File: src/rtl/spmmio_sdcard_seq_if.sv
// Register port of the SPI-mode SD shifter; the sequencer masters it.
interface spmmio_sdcard_seq_if;
  logic [0:3]  sd_adr;
  logic        sd_cs;
  logic [0:3]  sd_sel;
  logic        sd_we;
  logic [0:31] sd_d;
  logic [0:31] sd_q;

  modport master (output sd_adr, sd_cs, sd_sel, sd_we, sd_d, input sd_q);
  modport slave  (input sd_adr, sd_cs, sd_sel, sd_we, sd_d, output sd_q);
endinterface

File: src/rtl/spmmio_sdcard_seq.sv
// SD command sequencer: divider, select, CMD+CRC7, R1 wait, optional 512-byte
// block read with CRC16 check, trailing clocks, deselect -- one per start pulse.
module spmmio_sdcard_seq #(
  parameter int unsigned RESP_TIMEOUT = 65535,
  parameter int unsigned TOKEN_TRIES  = 1023
) (
  input  logic        clk,
  input  logic        reset_n,
  input  logic        start,
  input  logic [0:5]  cmd_idx,
  input  logic [0:31] cmd_arg,
  input  logic        rd_block,
  input  logic [0:7]  divider,
  output logic        busy,
  output logic        done,
  output logic [0:1]  status,
  output logic [0:7]  r1,
  output logic [0:7]  dat,
  output logic        dat_valid,
  spmmio_sdcard_seq_if.master sd
);

  localparam int unsigned TW = $clog2(RESP_TIMEOUT + 1);
  localparam int unsigned CW = 10;

  typedef enum logic [3:0] {
    S_IDLE, S_SETDIV, S_DESEL, S_SEL, S_XWR, S_XPOLL,
    S_CRCRD, S_CRCCLR, S_CHK16, S_END
  } state_t;

  typedef enum logic [2:0] {
    P_CMD, P_CRC, P_R1, P_TOKEN, P_DATA, P_CRC16, P_TAIL
  } phase_t;

  state_t        state_q, state_d;
  phase_t        phase_q, phase_d;
  logic [CW-1:0] cnt_q, cnt_d;
  logic [TW-1:0] tcnt_q, tcnt_d, tcnt_inc;
  logic [0:31]   arg_q, arg_d;
  logic [0:7]    tx_q, tx_d;
  logic          rd_q, rd_d;

  logic          busy_d, done_d, dat_valid_d;
  logic [0:1]    status_d;
  logic [0:7]    r1_d, dat_d;
  logic [0:3]    adr_d, sel_d;
  logic          cs_d, we_d;
  logic [0:31]   d_d;

  logic [0:7]    rx;
  logic          q_busy;
  logic          unused_q;

  assign rx       = sd.sd_q[24:31];
  assign q_busy   = sd.sd_q[23];
  assign unused_q = ^sd.sd_q[8:15];

  // Sequencing plus the bus operation to present next cycle
  always_comb begin
    state_d     = state_q;
    phase_d     = phase_q;
    cnt_d       = cnt_q;
    tcnt_d      = tcnt_q;
    arg_d       = arg_q;
    tx_d        = tx_q;
    rd_d        = rd_q;
    busy_d      = busy;
    done_d      = 1'b0;
    status_d    = status;
    r1_d        = r1;
    dat_d       = dat;
    dat_valid_d = 1'b0;
    tcnt_inc    = (tcnt_q == '1) ? tcnt_q : tcnt_q + TW'(1);

    case (state_q)
      S_IDLE: begin
        if (start && !done) begin
          arg_d    = cmd_arg;
          rd_d     = rd_block;
          tx_d     = {2'b01, cmd_idx};
          phase_d  = P_CMD;
          cnt_d    = '0;
          status_d = 2'd0;
          busy_d   = 1'b1;
          state_d  = S_SETDIV;
        end
      end
      S_SETDIV: state_d = S_DESEL;
      S_DESEL:  state_d = S_SEL;
      S_SEL:    state_d = S_XWR;
      S_XWR: begin
        tcnt_d  = tcnt_inc;
        state_d = S_XPOLL;
      end
      S_XPOLL: begin
        tcnt_d = tcnt_inc;
        if (q_busy) begin
          // R1 never arrived: the END write also stops the shifter
          if (phase_q == P_R1 && tcnt_q >= TW'(RESP_TIMEOUT)) begin
            status_d = 2'd1;
            state_d  = S_END;
          end
        end else begin
          state_d = S_XWR;
          tx_d    = 8'hFF;
          case (phase_q)
            P_CMD: begin
              if (cnt_q == CW'(4)) begin
                state_d = S_CRCRD;
              end else begin
                cnt_d = cnt_q + CW'(1);
                tx_d  = arg_q[0:7];
                arg_d = {arg_q[8:31], 8'h00};
              end
            end
            P_CRC: begin
              phase_d = P_R1;
              tcnt_d  = '0;
            end
            P_R1: begin
              r1_d = rx;
              if (!rd_q || rx != 8'h00) begin
                phase_d = P_TAIL;
              end else begin
                phase_d = P_TOKEN;
                cnt_d   = '0;
              end
            end
            P_TOKEN: begin
              if (rx == 8'hFE) begin
                state_d = S_CRCCLR;
              end else if (rx != 8'hFF || cnt_q == CW'(TOKEN_TRIES - 1)) begin
                status_d = 2'd2;
                phase_d  = P_TAIL;
              end else begin
                cnt_d = cnt_q + CW'(1);
              end
            end
            P_DATA: begin
              dat_d       = rx;
              dat_valid_d = 1'b1;
              if (cnt_q == CW'(511)) begin
                phase_d = P_CRC16;
                cnt_d   = '0;
              end else begin
                cnt_d = cnt_q + CW'(1);
              end
            end
            P_CRC16: begin
              if (cnt_q == CW'(1)) state_d = S_CHK16;
              else                 cnt_d   = cnt_q + CW'(1);
            end
            default: state_d = S_END;
          endcase
        end
      end
      S_CRCRD: begin
        tx_d    = sd.sd_q[0:7];
        phase_d = P_CRC;
        state_d = S_XWR;
      end
      S_CRCCLR: begin
        phase_d = P_DATA;
        cnt_d   = '0;
        tx_d    = 8'hFF;
        state_d = S_XWR;
      end
      S_CHK16: begin
        if (sd.sd_q[16:31] != 16'h0000) status_d = 2'd3;
        phase_d = P_TAIL;
        tx_d    = 8'hFF;
        state_d = S_XWR;
      end
      S_END: begin
        busy_d  = 1'b0;
        done_d  = 1'b1;
        state_d = S_IDLE;
      end
      default: state_d = S_IDLE;
    endcase

    adr_d = '0;
    cs_d  = 1'b0;
    we_d  = 1'b0;
    sel_d = '0;
    d_d   = '0;
    case (state_d)
      S_SETDIV: begin
        cs_d = 1'b1; we_d = 1'b1; sel_d = 4'b1000;
        d_d[0:7] = divider;
      end
      S_DESEL, S_END: begin
        cs_d = 1'b1; we_d = 1'b1; sel_d = 4'b0010;
      end
      S_SEL: begin
        cs_d = 1'b1; we_d = 1'b1; sel_d = 4'b0010;
        d_d[19] = 1'b1;
      end
      S_XWR: begin
        cs_d = 1'b1; we_d = 1'b1; sel_d = 4'b0011;
        d_d[19]    = 1'b1;
        d_d[22]    = (phase_d == P_R1);
        d_d[23]    = 1'b1;
        d_d[24:31] = tx_d;
      end
      S_XPOLL: begin
        cs_d = 1'b1; sel_d = 4'b1111;
      end
      S_CRCRD, S_CHK16: begin
        adr_d = 4'd1; cs_d = 1'b1; sel_d = 4'b1111;
      end
      S_CRCCLR: begin
        adr_d = 4'd1; cs_d = 1'b1; we_d = 1'b1; sel_d = 4'b0011;
      end
      default: ;
    endcase
  end

  always_ff @(posedge clk or negedge reset_n) begin
    if (!reset_n) begin
      state_q   <= S_IDLE;
      phase_q   <= P_CMD;
      cnt_q     <= '0;
      tcnt_q    <= '0;
      arg_q     <= '0;
      tx_q      <= '0;
      rd_q      <= 1'b0;
      busy      <= 1'b0;
      done      <= 1'b0;
      status    <= '0;
      r1        <= '0;
      dat       <= '0;
      dat_valid <= 1'b0;
      sd.sd_adr <= '0;
      sd.sd_cs  <= 1'b0;
      sd.sd_we  <= 1'b0;
      sd.sd_sel <= '0;
      sd.sd_d   <= '0;
    end else begin
      state_q   <= state_d;
      phase_q   <= phase_d;
      cnt_q     <= cnt_d;
      tcnt_q    <= tcnt_d;
      arg_q     <= arg_d;
      tx_q      <= tx_d;
      rd_q      <= rd_d;
      busy      <= busy_d;
      done      <= done_d;
      status    <= status_d;
      r1        <= r1_d;
      dat       <= dat_d;
      dat_valid <= dat_valid_d;
      sd.sd_adr <= adr_d;
      sd.sd_cs  <= cs_d;
      sd.sd_we  <= we_d;
      sd.sd_sel <= sel_d;
      sd.sd_d   <= d_d;
    end
  end

endmodule

File: src/flat_wrapper.sv
// flat-port wrapper written by rule: the top's interface ports become plain ports
module spmmio_sdcard_seq_flat 
#(
  parameter int unsigned RESP_TIMEOUT = 65535,
  parameter int unsigned TOKEN_TRIES  = 1023
)
  (clk, reset_n, start, cmd_idx, cmd_arg, rd_block, divider, busy, done, status, r1, dat, dat_valid, sd_sd_adr, sd_sd_cs, sd_sd_sel, sd_sd_we, sd_sd_d, sd_sd_q);
  spmmio_sdcard_seq_if sd_i ();
  input  logic clk;
  input  logic reset_n;
  input  logic start;
  input  logic [0:5] cmd_idx;
  input  logic [0:31] cmd_arg;
  input  logic rd_block;
  input  logic [0:7] divider;
  output logic busy;
  output logic done;
  output logic [0:1] status;
  output logic [0:7] r1;
  output logic [0:7] dat;
  output logic dat_valid;
  output wire logic [$bits(sd_i.sd_adr)-1:0] sd_sd_adr;
  output wire logic [$bits(sd_i.sd_cs)-1:0] sd_sd_cs;
  output wire logic [$bits(sd_i.sd_sel)-1:0] sd_sd_sel;
  output wire logic [$bits(sd_i.sd_we)-1:0] sd_sd_we;
  output wire logic [$bits(sd_i.sd_d)-1:0] sd_sd_d;
  input wire logic [$bits(sd_i.sd_q)-1:0] sd_sd_q;
  assign sd_sd_adr = sd_i.sd_adr;
  assign sd_sd_cs = sd_i.sd_cs;
  assign sd_sd_sel = sd_i.sd_sel;
  assign sd_sd_we = sd_i.sd_we;
  assign sd_sd_d = sd_i.sd_d;
  assign sd_i.sd_q = sd_sd_q;
  spmmio_sdcard_seq #(.RESP_TIMEOUT(RESP_TIMEOUT), .TOKEN_TRIES(TOKEN_TRIES)) u_core (.clk(clk), .reset_n(reset_n), .start(start), .cmd_idx(cmd_idx), .cmd_arg(cmd_arg), .rd_block(rd_block), .divider(divider), .busy(busy), .done(done), .status(status), .r1(r1), .dat(dat), .dat_valid(dat_valid), .sd(sd_i));
endmodule
File: config.mk
export PLATFORM = sky130hd
export DESIGN_NAME = spmmio_sdcard_seq_flat
export DESIGN_NICKNAME = d
export VERILOG_FILES = /design/src/rtl/spmmio_sdcard_seq_if.sv /design/src/rtl/spmmio_sdcard_seq.sv /design/src/flat_wrapper.sv
export SDC_FILE = /design/constraint.sdc
export NUM_CORES = 1
export LEC_CHECK = 0
export CORE_ASPECT_RATIO = 0.9
export CORE_MARGIN = 10
export CORE_UTILIZATION = 50
export CTS_CLUSTER_DIAMETER = 100
export DETAILED_ROUTE_END_ITERATION = 16
export PLACE_DENSITY = 0.79
export REMOVE_ABC_BUFFERS = 1
export SLEW_MARGIN = 40
export SYNTH_ARGS = -nofsm -noshare
export SYNTH_HDL_FRONTEND = slang
export SYNTH_SLANG_ARGS = --single-unit
File: constraint.sdc
create_clock -name clk -period 2.7 [get_ports clk]
set_input_delay 0.54 -clock clk [delete_from_list [all_inputs] [get_ports clk]]
set_output_delay 0.54 -clock clk [all_outputs]
set_load 0.01 [all_outputs]
* Yosys cells after proc, flatten, opt, wreduce, memory -nomap -nowiden
Cells that the tools add are included.
Storage, ports and cells: output and inout bits 63, logic and storage cells 161, flip-flop bits (word level) 121, input port bits 82
Cells by class: equal/unequal tests 46, reductions and logical operators 32, multiplexer cells 61, $add $sub $neg 2, $lt $le $gt $ge 1, bitwise logic cells 1
Operator list (number):
- 32-bit 2-to-1 mux | 4
- 10-bit 2-to-1 mux | 9
- 32-bit one-hot mux with 2 select lines | 1
- 10-bit one-hot mux with 5 select lines | 1
- 16-bit 2-to-1 mux | 3
- 8-bit 2-to-1 mux | 5
- 4-bit by 3-bit == test with 1-bit output, second input constant | 8
- 16-bit one-hot mux with 2 select lines | 1
- 4-bit one-hot mux with 4 select lines | 2
- 8-bit one-hot mux with 4 select lines | 1
- 10-bit one-hot mux with 3 select lines | 1
- 4-bit one-hot mux with 6 select lines | 1
- 3-bit inequality test, second input constant | 7
- 2-bit 2-to-1 mux | 9
- 3-bit 2-to-1 mux | 6
- 16-bit by 1-bit adder with 16-bit output, second input constant | 1
- 16-bit == test, second input constant | 1
- 4-bit by 2-bit == test with 1-bit output, second input constant | 4
- 4-bit == test, second input constant | 4
- 16-bit greater-or-equal comparator, second input constant | 1
- 4-bit 2-to-1 mux | 4
- 16-bit nonzero test | 1
- 3-bit one-hot mux with 5 select lines | 1
- 3-bit one-hot mux with 4 select lines | 1
- other kinds (37) | 66

* Longest topological paths before layout
Gate-level depths: netlist of the first run.
word-level depth 9, mapped depth 11

* Worst setup path before layout of the first run
Ideal clock, no wire load.
kind in2reg, from input sd_sd_q[2], to register u_core.cnt_q[3], slack 0.558 ns, stages on the path 7, arrival 2.016 ns, data required time 2.574 ns, cell sequence nor4_1 -> nand3_1 -> a21boi_1 -> o211ai_2 -> a21o_1 -> buf_2 -> a221o_1
On the way: longest elaborated chain between the ends 4, elaborated cells on any way between the ends 9, classes of those cells eq/ne: 5; reduce/logical: 4
RTL lines:
- start, declared | line flat_wrapper.sv:27 | input wire logic [$bits(sd_i.sd_q)-1:0] sd_sd_q;
- 8-bit inequality test or 8-bit nonzero test (tied branches) | line spmmio_sdcard_seq.sv:132, spmmio_sdcard_seq.sv:122
- 1-bit logical OR (on tied branches) | line spmmio_sdcard_seq.sv:132, spmmio_sdcard_seq.sv:122
- 3-bit inequality test (no source line)
- 9-bit AND reduction (no source line) *
- end signal, assigned | line spmmio_sdcard_seq.sv:242 | cnt_q <= cnt_d;
- end, declared | line spmmio_sdcard_seq.sv:37 | logic [CW-1:0] cnt_q, cnt_d;
Mark *: on every way between the ends. The rest lies on a longest branch, timed or not. A chain may end at the register's enable or synchronous reset.

* Worst setup path after layout of the first run
from register u_core.phase_q[2], to register u_core.sd.sd_d[26]
On the way: longest elaborated chain between the ends 7, elaborated cells on any way between the ends 17, classes of those cells eq/ne: 6; mux: 8; reduce/logical: 3
RTL lines:
- start, declared | line spmmio_sdcard_seq.sv:36 | phase_t phase_q, phase_d;
- start signal, assigned | line spmmio_sdcard_seq.sv:241 | phase_q <= phase_d;
- 3-bit by 1-bit == test with 1-bit output (tied with other cells) | line spmmio_sdcard_seq.sv:106 | case (phase_q)
- 3-bit OR reduction (no source line) or 1-bit logical AND (tied branches)
- 4-bit one-hot mux with 4 select lines or 4-bit 2-to-1 mux (tied branches) | line spmmio_sdcard_seq.sv:106, spmmio_sdcard_seq.sv:99
- 4-bit 2-to-1 mux | line spmmio_sdcard_seq.sv:97 | if (q_busy) begin
- 4-bit one-hot mux with 6 select lines | line spmmio_sdcard_seq.sv:75 | case (state_q)
- 4-bit by 3-bit == test with 1-bit output | line spmmio_sdcard_seq.sv:187 | case (state_d)
- 10-bit 2-to-1 mux * | line spmmio_sdcard_seq.sv:187
- via u_core.d_d (one bit) | line spmmio_sdcard_seq.sv:48 | logic [0:31] d_d;
- end signal, assigned | line spmmio_sdcard_seq.sv:238 | sd.sd_d <= '0;
- end signal, assigned | line spmmio_sdcard_seq.sv:257 | sd.sd_d <= d_d;
- end, declared | line spmmio_sdcard_seq_if.sv:10 | modport master (output sd_adr, sd_cs, sd_sel, sd_we, sd_d, input sd_q);
The timed path passes the listed nets; every way through them passes the cells marked *.

==> run metrics, run 1 <==
fraction of final layout cells with drive strength greater than 1 0.128; GRT Residual Overflow 0; antenna violations before repair 0; number of clock buffers inserted by TritonCTS 17; Setup Skew 0.0124 ns; Tightest Hold Check Type in -> async; number of warnings issued by yosys 0; initial standard-cell utilization of the core 0.517; commonest register cell after synthesis sky130_fd_sc_hd__dfrtp_1; setup-violating endpoint count in the final report 0; critical path endpoint category flip-flop; via count of the routed design 5096; Seq/Total Area, Yosys 0.506; cts repair resizes 0; Slew Limit Fails 0; Fill cells 864; setup slack of the critical path after layout 0.219 ns; Worst Max-Slew Pin Slew 0.683 ns; slowest cell on the critical path sky130_fd_sc_hd__or4b_1; number of iterations in the first detailed-routing pass 5; post-route fraction of the period consumed by the critical path 0.919; combined area of the multi-input logic cells 2740 sq um; average wire per cell in the routed design 18.1 um; I/O Buffers 120; cell count after placement 873; mean number of vias per cell 5.63; area of the mapped netlist 5990 sq um; final total power 8.47 mW; Crit path largest cell delay 0.62 ns; via count of the first global-routing pass 5084; min Tclk post-route 2.48 ns; top achievable clock speed 403 MHz; Die W 135 um; worst skew pair latency 0.41 ns; outcome completed; data required time of the worst path 3.02 ns; Worst VDD drop 708 uV; Area Growth Syn to Fin 34.2%; number of design-rule violations left by the first detailed-router iteration 474; Leakage Power 3.54 nW; most frequent cell after synthesis sky130_fd_sc_hd__dfrtp_1; Die Span Y 124 um; number of top-level design ports 145; number of distinct library cells after synthesis 65; Antenna Nets Post-Route 0; detailed placer's ending HPWL 11.6 mm; diode count 0; area inside the core boundary 11600 sq um; area of the die 16800 sq um; Hold Fails Final Rpt 0; count of unresolved DRC violations after routing 0; Cell Rows 37; Buffers & Inverters on Critical Path 1; count of state elements after synthesis 121; buffer type at the clock tree root sky130_fd_sc_hd__clkbuf_16; weighted congestion at the end of routability-driven global placement 0.887; type of the worst setup path reg -> reg; Post-CTS Hold Fix Bufs 0; reported max-cap violation count 0; number of buffers added for setup after CTS 0; setup repair after global routing missed its margin no; series of cell instances along the critical path nor2_1 -> and2_1 -> nand4_1 -> a211oi_2 -> or4b_1 -> buf_4 -> a31oi_1; FFs w/ async S/R, synth 1.00; largest area contributor in the netlist sky130_fd_sc_hd__dfrtp_1; number of instances in the synthesized netlist 600; most instantiated cells after synthesis sky130_fd_sc_hd__dfrtp_1 (121), sky130_fd_sc_hd__nand2_1 (78), sky130_fd_sc_hd__nor2_1 (49), sky130_fd_sc_hd__o21ai_0 (39), sky130_fd_sc_hd__nand3_1 (27); Synth Area per Inst 9.98 sq um; largest net degree at the start of global routing 122; final non-filler cell total 905; Num Clock Sinks 121; H-tree levels 4; overall routing resource usage 0.192; accumulated negative setup slack 0 ns; worst-case clock buffer depth 2; data arrival time of the critical path 2.80 ns; PwrDens 1050 nW/um^2; count of flip-flops with a built-in enable after synthesis 0; cell family with the largest share of critical-path delay simple AND/OR/NAND/NOR gates; first-pass GRT wire length 26.1 mm; Layout Nets 823; worst hold margin 0.201 ns; startpoint type of the worst setup path flip-flop; clock edge transition at the registers on the reported setup and hold paths 0.06 ns; final wirelength 16.4 mm; area fraction of the dominant cell type after synthesis 0.506; largest driver fanout on the critical path 12; Placement Setup Slack -0.0235 ns; worst max-slew margin expressed relative to the limit 0.542; Area contributors post-synth sky130_fd_sc_hd__dfrtp_1 (51%), sky130_fd_sc_hd__nand2_1 (4.9%), sky130_fd_sc_hd__mux2i_1 (4.3%); flip-flop and latch area 3030 sq um; TritonCTS clock tree built
cell families (layout without fill, tap and decap cells):
group | after synthesis | count (layout) | share of synthesized area
buf+inv | 57 | 191 | 0.0487
xor+xnor | 14 | 14 | 0.0205
flops | 121 | 121 | 0.506
simple gates | 241 | 241 | 0.203
mux | 44 | 44 | 0.0773
compound gates | 117 | 117 | 0.134
fa+ha+maj | 5 | 5 | 0.0104
other cells | 1 | 16 | 0.000626
worst reg2reg max path, delay by kind of cell, from the launching register on:
kind	cells	cell delay, ns
AO/OA/AOI/OAI	2	0.29
buffers and inverters	1	0.22
flip-flops	1	0.61
AND/OR/NAND/NOR	4	1.27
metal layers:
layer | wire (um) | up-vias | global-route usage
met5 | 0 | - | 0
met4 | 123 | 0 | 0.0457
met3 | 1170 | 9 | 0.0495
met2 | 7990 | 188 | 0.314
met1 | 7100 | 2512 | 0.252
li1 | - | 2387 | -
sequential cells by signal, summed over array words and instances, names as in the netlist, 2 cells and up:
signal,count
u_core.arg_q,32
u_core.sd.sd_d,19
u_core.tcnt_q,16
u_core.cnt_q,10
u_core.dat,8
u_core.r1,8
u_core.tx_q,8
u_core.sd.sd_sel,4
u_core.state_q,4
u_core.phase_q,3
u_core.status,2
cells in the final DEF, fill, tap and decap left out, drive strengths merged, types with 18 or more instances in the layout:
cell type | Yosys | final
nand2 | 78 | 78
mux2 | 18 | 18
o21ai | 42 | 42
clkbuf | 13 | 18
clkdlybuf4s50 | 0 | 119
dfrtp | 121 | 121
nand3 | 28 | 28
buf | 30 | 26
nor2 | 49 | 49
mux2i | 26 | 26
report_power, final:
group          leakage (nW)  switching [mW]  internal [mW]
combinational          1.72            1.81           1.50
clock                 0.275           0.838           1.38
sequential             1.54           0.447           2.50
total                  3.54            3.09           5.38
per-stage QoR:
step	utilization	area [sq um]
after floorplan	-	5800
after global placement	0.644	7450
after detailed placement	0.644	7450
after CTS	0.694	8040
after global routing	0.694	8040
final	0.694	8040
worst paths after layout:
kind / start / end / slack [ns] / cells after the start
min: reset_n / u_core.dat_valid / 0.20 / 2
min reg2reg: u_core.arg_q[31] / u_core.arg_q[31] / 0.47 / 2
max in group asynchronous: reset_n / u_core.arg_q[0] / 1.99 / 2
max: u_core.phase_q[2] / u_core.sd.sd_d[26] / 0.22 / 7
max reg2reg: u_core.phase_q[2] / u_core.sd.sd_d[26] / 0.22 / 7
min in group clk: u_core.arg_q[31] / u_core.arg_q[31] / 0.47 / 2
final cells by class:
class	instances	share of cell area
sequential	121	0.377
multi-input combinational	437	0.341
timing repair buffer	145	0.179
clock buffer	18	0.0546
tap	156	0.0243
clock inverter	14	0.0184
inverter	14	0.00654
No activity file was read; power rests on OpenSTA's default activity.
==> inputs of run 2 (changes only) <==
- ABC_CLOCK_PERIOD_IN_PS: not set -> 2350
- clock period: 2.7 -> 2.35 ns (I/O delays scaled with it)
==> run metrics, run 2 (same netlist as run 1, synthesis figures left out) <==
outcome completed; Area Growth Syn to Fin 37.2%; R2R cell count 10; overall routing resource usage 0.199; Num Clock Sinks 121; number of iterations in the first detailed-routing pass 7; leading cell types in the layout, fill and taps excluded sky130_fd_sc_hd__dfrtp_1 (121), sky130_fd_sc_hd__clkdlybuf4s50_1 (119), sky130_fd_sc_hd__nand2_1 (78), sky130_fd_sc_hd__buf_4 (52), sky130_fd_sc_hd__nor2_1 (48); largest driver fanout on the critical path 8; area inside the core boundary 11600 sq um; data required time of the worst path 2.64 ns; Top Layer Used met4; Die W 135 um; flip-flop count of the largest register, all copies and words added 32; number of design-rule violations left by the first detailed-router iteration 363; post-route fraction of the period consumed by the critical path 0.973; fraction of final layout cells with drive strength greater than 1 0.170; antenna violations before repair 0; critical path endpoint category flip-flop; min Tclk post-route 2.29 ns; Metal-1 WL 7.30 mm; top achievable clock speed 437 MHz; via count of the first global-routing pass 5346; Slew Limit Fails 0; detailed placer's ending HPWL 12.0 mm; worst max-slew margin expressed relative to the limit 0.531; Tightest Hold Check Type in -> async; diode count 0; Setup Skew 0.00915 ns; startpoint type of the worst setup path primary input; worst skew pair latency 0.41 ns; r2r setup slk 0.06 ns; accumulated negative setup slack 0 ns; Cell Rows 37; flip-flop and latch area 3030 sq um; Worst VDD drop 998 uV; data arrival time of the critical path 2.58 ns; number of clock buffers inserted by TritonCTS 17; met3 routed wirelength 1.15 mm; Fill cells 829; slowest cell on the critical path sky130_fd_sc_hd__clkdlybuf4s50_1; PwrDens 1180 nW/um^2; initial standard-cell utilization of the core 0.517; register with the most flip-flops u_core.arg_q; reported max-cap violation count 0; cell count after placement 901; Hold Fails Final Rpt 0; series of cell instances along the critical path clkdlybuf4s50_1 -> nor4_2 -> buf_4 -> nand3_1 -> a21boi_1 -> o211ai_2 -> a21o_2 -> a221o_1; I/O Buffers 120; first-pass GRT wire length 27.0 mm; area of the die 16800 sq um; mean number of vias per cell 5.57; Leakage Power 3.65 nW; final wirelength 16.6 mm; via count of the routed design 5198; setup-violating endpoint count in the final report 0; Antenna Nets Post-Route 0; leading registers by flop count u_core.arg_q (32), u_core.sd.sd_d (19), u_core.tcnt_q (16); metal2 WL 8.03 mm; Layout Nets 852; Worst Max-Slew Pin Slew 0.699 ns; buffer type at the clock tree root sky130_fd_sc_hd__clkbuf_16; reg2reg start u_core.cnt_q[0]; weighted congestion at the end of routability-driven global placement 0.867; most frequent standard cell in the layout excluding fill and tap cells sky130_fd_sc_hd__dfrtp_1; count of unresolved DRC violations after routing 0; Crit path largest cell delay 0.50 ns; average wire per cell in the routed design 17.8 um; largest net degree at the start of global routing 122; Die Span Y 124 um; setup repair after global routing missed its margin yes; capture instance of the worst register-to-register path u_core.cnt_q[7]; final non-filler cell total 934; TritonCTS clock tree built; worst-case clock buffer depth 2; GRT Residual Overflow 0; H-tree levels 4; combined area of the multi-input logic cells 2770 sq um; type of the worst setup path in -> reg; number of top-level design ports 145; clock edge transition at the registers on the reported setup and hold paths 0.06 ns
-- run 2: through the flow --
stage / cell area, sq um / worst slack [ns] / utilization / power, mW / hold slack (ns)
finish: 8210 / 0.0625 / 0.710 / 9.71 / 0.132
global placement: 7630 / -0.242 / 0.660 / 7.13 / 0.450
detailed placement: 7630 / -0.291 / 0.660 / 7.31 / 0.456
CTS: 8170 / 0.0467 / 0.706 / 9.71 / 0.180
global route: 8210 / -0.0369 / 0.710 / 10.3 / 0.190
floorplan: 5800 / -2.25 / - / 5.50 / 0.174
-- run 2: area by class of cell --
| class | count | share of cell area |
|---|---|---|
| clock buffers | 18 | 0.0535 |
| inverters | 14 | 0.00640 |
| flip-flops and latches | 121 | 0.369 |
| multi-input cells | 437 | 0.337 |
| clock inverters | 14 | 0.0120 |
| well taps | 156 | 0.0238 |
| repair buffers | 174 | 0.199 |
-- run 2: worst max-delay path by stage --
stage,start,to,slack [ns],depth (start not counted)
CTS,u_core.cnt_q[0],u_core.cnt_q[7],0.05,10
finish,sd_sd_q[2],u_core.cnt_q[6],0.06,8
detailed placement,sd_sd_q[4],u_core.cnt_q[9],-0.29,8
global placement,sd_sd_q[5],u_core.cnt_q[7],-0.24,7
floorplan,u_core.state_q[0],u_core.arg_q[0],-2.25,5
global route,sd_sd_q[2],u_core.cnt_q[6],-0.04,8
-- run 2: timing repair --
item / CTS / global route
hold buffers: 0 / 0
resized for setup: 0 / 8
setup endpoints to repair: 0 / 20
buffers inserted: 0 / 1
-- run 2: power breakdown --
group          internal [mW]  switching [mW]
registers               2.87           0.522
logic                   1.88            2.11
clock network           1.37           0.961
total                   6.12            3.59
-- run 2: routing by layer --
layer / vias up / track usage
met4: 0 / 0.0497
li1: 2440 / -
met3: 13 / 0.0539
met1: 2553 / 0.255
met2: 192 / 0.329
met5: - / 0
-- run 2: critical path, delay by kind of cell --
| kind | cells | cell delay (ns) |
|---|---|---|
| buf+inv | 2 | 0.67 |
| compound gates | 4 | 0.99 |
| simple gates | 2 | 0.46 |
